--- src/rtl/sram_port_arbiter.sv ---
// Two-port arbiter in front of a single-port SRAM macro: port A has fixed priority,
// port B is promoted after MaxWait stalled cycles and is blocked entirely while lock_i is set.
module sram_port_arbiter #(
    parameter int unsigned AW      = 11,
    parameter int unsigned DW      = 32,
    parameter int unsigned MaxWait = 4
) (
    input  logic              clk_i,
    input  logic              rst_ni,
    input  logic              lock_i,

    input  logic              a_req_i,
    input  logic              a_we_i,
    input  logic [AW-1:0]     a_addr_i,
    input  logic [DW-1:0]     a_wdata_i,
    input  logic [DW/8-1:0]   a_wmask_i,
    output logic              a_gnt_o,
    output logic              a_rvalid_o,
    output logic [DW-1:0]     a_rdata_o,

    input  logic              b_req_i,
    input  logic              b_we_i,
    input  logic [AW-1:0]     b_addr_i,
    input  logic [DW-1:0]     b_wdata_i,
    input  logic [DW/8-1:0]   b_wmask_i,
    output logic              b_gnt_o,
    output logic              b_rvalid_o,
    output logic [DW-1:0]     b_rdata_o,

    output logic              sram_csb_o,
    output logic              sram_web_o,
    output logic [DW/8-1:0]   sram_wmask_o,
    output logic [AW-1:0]     sram_addr_o,
    output logic [DW-1:0]     sram_wdata_o,
    input  logic [DW-1:0]     sram_rdata_i
);

    typedef enum logic {
        OWN_A = 1'b0,
        OWN_B = 1'b1
    } owner_e;

    localparam logic [3:0] MaxWaitW = 4'(MaxWait);

    logic [3:0] wait_q, wait_d;
    logic       pend_q;
    owner_e     owner_q;
    logic       rd_q;

    logic       promote;
    logic       a_win, b_win;

    // Grants are suppressed while reset is asserted so the SRAM sees an idle bus.
    always_comb begin
        promote = (wait_q == MaxWaitW) && !lock_i;
        b_win   = rst_ni && b_req_i && !lock_i && (promote || !a_req_i);
        a_win   = rst_ni && a_req_i && !b_win;
        a_gnt_o = a_win;
        b_gnt_o = b_win;
    end

    always_comb begin
        sram_csb_o   = 1'b1;
        sram_web_o   = 1'b1;
        sram_addr_o  = '0;
        sram_wdata_o = '0;
        sram_wmask_o = '0;
        if (b_win) begin
            sram_csb_o   = 1'b0;
            sram_web_o   = ~b_we_i;
            sram_addr_o  = b_addr_i;
            sram_wdata_o = b_wdata_i;
            sram_wmask_o = b_wmask_i;
        end else if (a_win) begin
            sram_csb_o   = 1'b0;
            sram_web_o   = ~a_we_i;
            sram_addr_o  = a_addr_i;
            sram_wdata_o = a_wdata_i;
            sram_wmask_o = a_wmask_i;
        end
    end

    always_comb begin
        wait_d = '0;
        if (b_req_i && !b_win && !lock_i) begin
            wait_d = (wait_q == MaxWaitW) ? wait_q : wait_q + 4'd1;
        end
    end

    always_ff @(posedge clk_i or negedge rst_ni) begin
        if (!rst_ni) begin
            wait_q  <= '0;
            pend_q  <= 1'b0;
            owner_q <= OWN_A;
            rd_q    <= 1'b0;
        end else begin
            wait_q <= wait_d;
            pend_q <= a_win || b_win;
            if (b_win) begin
                owner_q <= OWN_B;
                rd_q    <= ~b_we_i;
            end else if (a_win) begin
                owner_q <= OWN_A;
                rd_q    <= ~a_we_i;
            end
        end
    end

    // Writes still get an rvalid, but their rdata is forced to zero.
    always_comb begin
        a_rvalid_o = pend_q && (owner_q == OWN_A);
        b_rvalid_o = pend_q && (owner_q == OWN_B);
        a_rdata_o  = (a_rvalid_o && rd_q) ? sram_rdata_i : '0;
        b_rdata_o  = (b_rvalid_o && rd_q) ? sram_rdata_i : '0;
    end

endmodule

--- config.mk ---
export PLATFORM = sky130hd
export DESIGN_NAME = sram_port_arbiter
export DESIGN_NICKNAME = d
export VERILOG_FILES = /design/src/rtl/sram_port_arbiter.sv
export SDC_FILE = /design/constraint.sdc
export NUM_CORES = 1
export LEC_CHECK = 0
export ABC_CLOCK_PERIOD_IN_PS = 1940
export BUFFER_PORTS_ARGS = -buffer_cell sky130_fd_sc_hd__buf_2
export CAP_MARGIN = 20
export CORE_AREA = 2 2 97 99
export CTS_CLUSTER_DIAMETER = 80
export DETAILED_ROUTE_END_ITERATION = 8
export DIE_AREA = 0 0 99 101
export SLEW_MARGIN = 20
export SYNTH_ARGS = -nofsm -noshare
export SYNTH_HDL_FRONTEND = slang
export SYNTH_SLANG_ARGS = --single-unit
--- constraint.sdc ---
create_clock -name clk_i -period 1.94 [get_ports clk_i]
set_input_delay 0.194 -clock clk_i [delete_from_list [all_inputs] [get_ports clk_i]]
set_output_delay 0.194 -clock clk_i [all_outputs]
set_load 0.01 [all_outputs]
Word level (Yosys, flattened, before mapping). Index checks and enable logic that the tools add are counted.

Register bits after elaboration: 7. Bits of input ports: 133. Output and inout bits: 117. Logic and storage cells: 46.

Add/subtract/negate cells: 1. Equal/unequal tests: 2. Multiplexer cells: 18. Bitwise gates (word level): 3. Reductions and logical operators: 18.

Operators with widths (number): $mux 32 (4); $mux 11 (2); $mux 4 (4); $logic_and 1x1->1 (12); $mux 1 (8); $add 4x1->4 const B (1); $eq 4x3->1 const B (1); $logic_not 1->1 (3); $not 1->1 (3); $logic_or 1x1->1 (2); $ne 2x2->1 const B (1); $reduce_bool 2->1 (1).

Longest topological paths before layout.
Depth in word-level cells: 8. Depth in mapped cells: 6. Mapped depth without buffers: 5.

Worst setup path before layout. No wires, ideal clock.

Path kind: register to output. Start: register wait_q[0]. End: output sram_addr_o[4]. Data arrival time: 1.634 ns. Data required time: 1.746 ns. Path slack: 0.112 ns. Stages on the path, launching flop included: 7. Path buffers: 1. Cells stage by stage: dfrtp_1 inv_1 ha_1 nand3b_4 a21oi_4 buf_6 mux2_2.

Word-level cells in the longest chain between the ends: 8.

RTL lines: from (decl) (line 45) `logic [3:0] wait_q, wait_d;`; from (signal assigned) (line 97) `wait_q <= wait_d;`; $eq 4x3->1 * (line 55) `promote = (wait_q == MaxWaitW) && !lock_i;`; $logic_and 1x1->1 * (line 55); $logic_or 1x1->1 * (line 56) `b_win = rst_ni && b_req_i && !lock_i && (promote || !a_req_i);`; $logic_and 1x1->1 * (line 56); net b_gnt_o (line 26) `output logic b_gnt_o,`; $logic_not 1->1 (line 57) `a_win = rst_ni && a_req_i && !b_win;`; $logic_and 1x1->1 (line 57); $mux 11 (line 74) `end else if (a_win) begin`; $mux 11 * (line 68) `if (b_win) begin`; to (decl) (line 33) `output logic [AW-1:0] sram_addr_o,`.

Mark *: on every way through the listed nets, which the timed path passes. The rest lies on a longest branch.

Worst setup path after layout.
Start: register wait_q[1]. End: output sram_wmask_o[3].

Word-level cells in the longest chain between the ends: 8.

RTL lines: $eq 4x3->1 * (line 55); $logic_and 1x1->1 * (line 55); $logic_or 1x1->1 * (line 56); $logic_and 1x1->1 * (line 56); $logic_not 1->1 (line 57); $logic_and 1x1->1 (line 57); $mux 4 (line 74); $mux 4 * (line 68); to (decl) (line 32) `output logic [DW/8-1:0] sram_wmask_o,`.

Mark *: on every way between the ends. The rest lies on a longest branch, timed or not.

==> flow_summary.ini <==
[synth]
synth_edf_count = 0
syn_area_per_cell_um2 = 7.965
seq_area_frac_synth_pct = 9.818
synthCells = 224
async_flop_share_pct = 100.0
yosys_most_used_dff = dfrtp_1
yosysUniqueCellTypes = 28
synth_area_um2 = 1784
synth_seq_cells = 7
yosysWarnings = 0
syn_nets = 359

[power]
p_comb_share_pct = 61.7
p_clk_share_pct = 21.4
powerDensity_nw_per_um2 = 258.5
sequentialPowerShare_pct = 16.9
p_sw_share_pct = 32.87
p_int_mw = 0.6416
p_sw_mw = 0.3141
ir_worst_vdd_mv = 0.1791
p_leak_nw = 2.278

[setup_path]
critPathBufInv = 4
worstPathMaxFanout = 11
critPathArrivalTime_ns = 1.88
path_class = register to output port
worstPathCellList = inv_2, ha_4, nand3b_4, a21oi_4, buf_4, buf_12, mux2_2, buf_2
worst_setup_path_end_kind = output port
reg2reg_depth = 7
crit_required_ns = 1.75
cp_slowest_cell = dfrtp_1
cp_num_cells = 8
path_delay_family = buffers and inverters
slowest_delay_ns = 0.38
worst_setup_path_start_kind = register

[layout]
final_cell_mix = buf_2 (212), and2_1 (65), and3_1 (48)
area_delta_synth_final_pct = 107.2
drive_gt1_share_pct = 68.22
diodes = 0
final_common_cell = buf_2
num-nets-final = 608
final_core_util_pct = 41.18
stdcell_area_um2 = 3697

[grt]
grt_pass1_wl_um = 10940
overflow = 0
track_usage_pct = 13.26
grt_pass1_vias = 2437
grt_antenna_before_repair = 1
grt_max_degree = 60

[outcome]
outcome = finished with violations
violations = negative setup slack

[detailed_routing]
via_per_inst = 4.479
ant_nets = 0
post-route-drc-count = 0
drt-total-wl_um = 8065
num_vias = 2611
drt_pass1_iterations = 4
wire_per_inst_um = 13.83
drt_iter0_markers = 66

[placement]
portBuffers = 249
placedInstanceArea_um2 = 3141
dp_hpwl_um = 5897
place_congestion = 0.7803

[sta]
fin_ws_ns = -0.1375
fin_skew_ns = 0.003562
fmax_mhz = 481.4
finalCritPeriodShare_pct = 107.1
fin_crit_ns = 2.077
hold_viol = 0
slew_headroom_pct = 67.64
finalMaxSlewViolations = 0
rsz0062_at_grt = yes
finalSetupViolCount = 47
tightestPinTransition_ns = 0.4854

[cts]
htreeDepth = 1
cts_root_buffer = clkbuf_8
clock-sinks = 7
cts-buffers-inserted = 3
worstSkewPairLatency_ns = 0.23
path_clk_slew_ns = 0.04
cts.path.max_buffers = 2
tritoncts = built

[die]
core_um2 = 8977
fp.dieW_um = 99
io_pins = 250
die_area_um2 = 9999
initial_core_util_pct = 19.87
row_count = 35
die_h_um = 101

[hold_path]
hp-class = input port to asynchronous set/reset pin

[job]
drv_cap = 0
worst reg2reg max path, delay by kind of cell, from the launching register on:
kind / cells / cell delay [ns]
flops: 1 / 0.38
buf+inv: 3 / 0.35
compound gates: 2 / 0.32
fa+ha+maj: 1 / 0.15
simple gates: 1 / 0.09
final timing paths:
| kind | startpoint | to | slack [ns] |
|---|---|---|---|
| setup / recovery | wait_q[1]$_DFFE_PN0P_ | sram_wmask_o[3] | -0.14 |
| hold / removal | rst_ni | wait_q[1]$_DFFE_PN0P_ | 0.05 |
| setup reg to reg | wait_q[1]$_DFFE_PN0P_ | rd_q$_DFFE_PN0N_ | 0.50 |
| hold reg to reg | owner_q$_DFFE_PN0N_ | owner_q$_DFFE_PN0N_ | 0.54 |
| max in group asynchronous | rst_ni | wait_q[0]$_DFFE_PN0P_ | 1.55 |
| min in group clk_i | a_we_i | rd_q$_DFFE_PN0N_ | 0.24 |
cells by family (layout without fill, tap and decap cells):
logic type | count (synthesis) | in the layout | synth area share [%]
flops | 7 | 7 | 9.818
fa+ha+maj | 2 | 2 | 1.402
compound gates | 8 | 8 | 3.927
simple gates | 132 | 132 | 46.14
mux | 49 | 49 | 30.79
xor+xnor | 1 | 1 | 0.4910
buf+inv | 25 | 273 | 7.433
per-stage QoR:
step                power (mW)  instances  hold WS (ns)  worst slack, ns  setup TNS [ns]
floorplan               0.3906        224       -0.1016           0.1120               0
global placement        0.6355        571        0.2824          0.04801               0
detailed placement      0.6449        571        0.2972        -0.004583       -0.004583
CTS                     0.9052        581       0.05657          -0.1376          -5.452
global route             1.020        583       0.09331          -0.2028          -7.843
finish                  0.9557        583       0.05219          -0.1375          -4.685
area by class of cell:
| class | count | area, µm² |
|---|---|---|
| clock buffers | 4 | 45.04 |
| repair buffers | 266 | 1709 |
| multi-input cells | 192 | 1618 |
| well taps | 111 | 138.9 |
| fillers | 874 | 5280 |
| flip-flops and latches | 7 | 175.2 |
| inverters | 3 | 11.26 |
power by group through the flow:
stage	clock, mW	combinational [mW]	sequential, mW
after global routing	0.219	0.638	0.163
final	0.205	0.589	0.161
after floorplan	0	0.229	0.162
after global placement	0	0.473	0.162
after detailed placement	0	0.482	0.163
after CTS	0.210	0.534	0.161
Yosys cell counts (all sizes together), types with 3 or more instances:
master | n | area, µm²
nor2 | 4 | 15.01
buf | 6 | 61.30
mux2 | 47 | 529.3
and2 | 65 | 406.6
nand2 | 5 | 18.77
nand3 | 3 | 15.01
clkbuf | 16 | 60.06
dfrtp | 7 | 175.2
inv | 3 | 11.26
and3 | 49 | 306.5
sequential cells by signal, indices dropped and copies added, names as in the netlist:
signal	count
owner_q	1
pend_q	1
rd_q	1
wait_q	4
per-layer routing:
layer | track usage [%] | wire (µm) | up-vias | share of wire [%]
met2 | 28.64 | 4470 | 163 | 55
li1 | - | - | 1269 | -
met3 | 1.803 | 699 | 12 | 8.7
met1 | 12.80 | 2749 | 1165 | 34
met5 | 0 | 11 | - | 0.14
met4 | 3.372 | 134 | 2 | 1.7
repair_timing:
action | 4_1_cts | 5_1_grt
hold buffers | 0 | 0
setup endpoints to repair | 50 | 48
resized for setup | 38 | 50
gates cloned | 2 | 2
buffers inserted | 4 | 2
pin swaps | 2 | 0
Power figures use the tool's default switching activity.
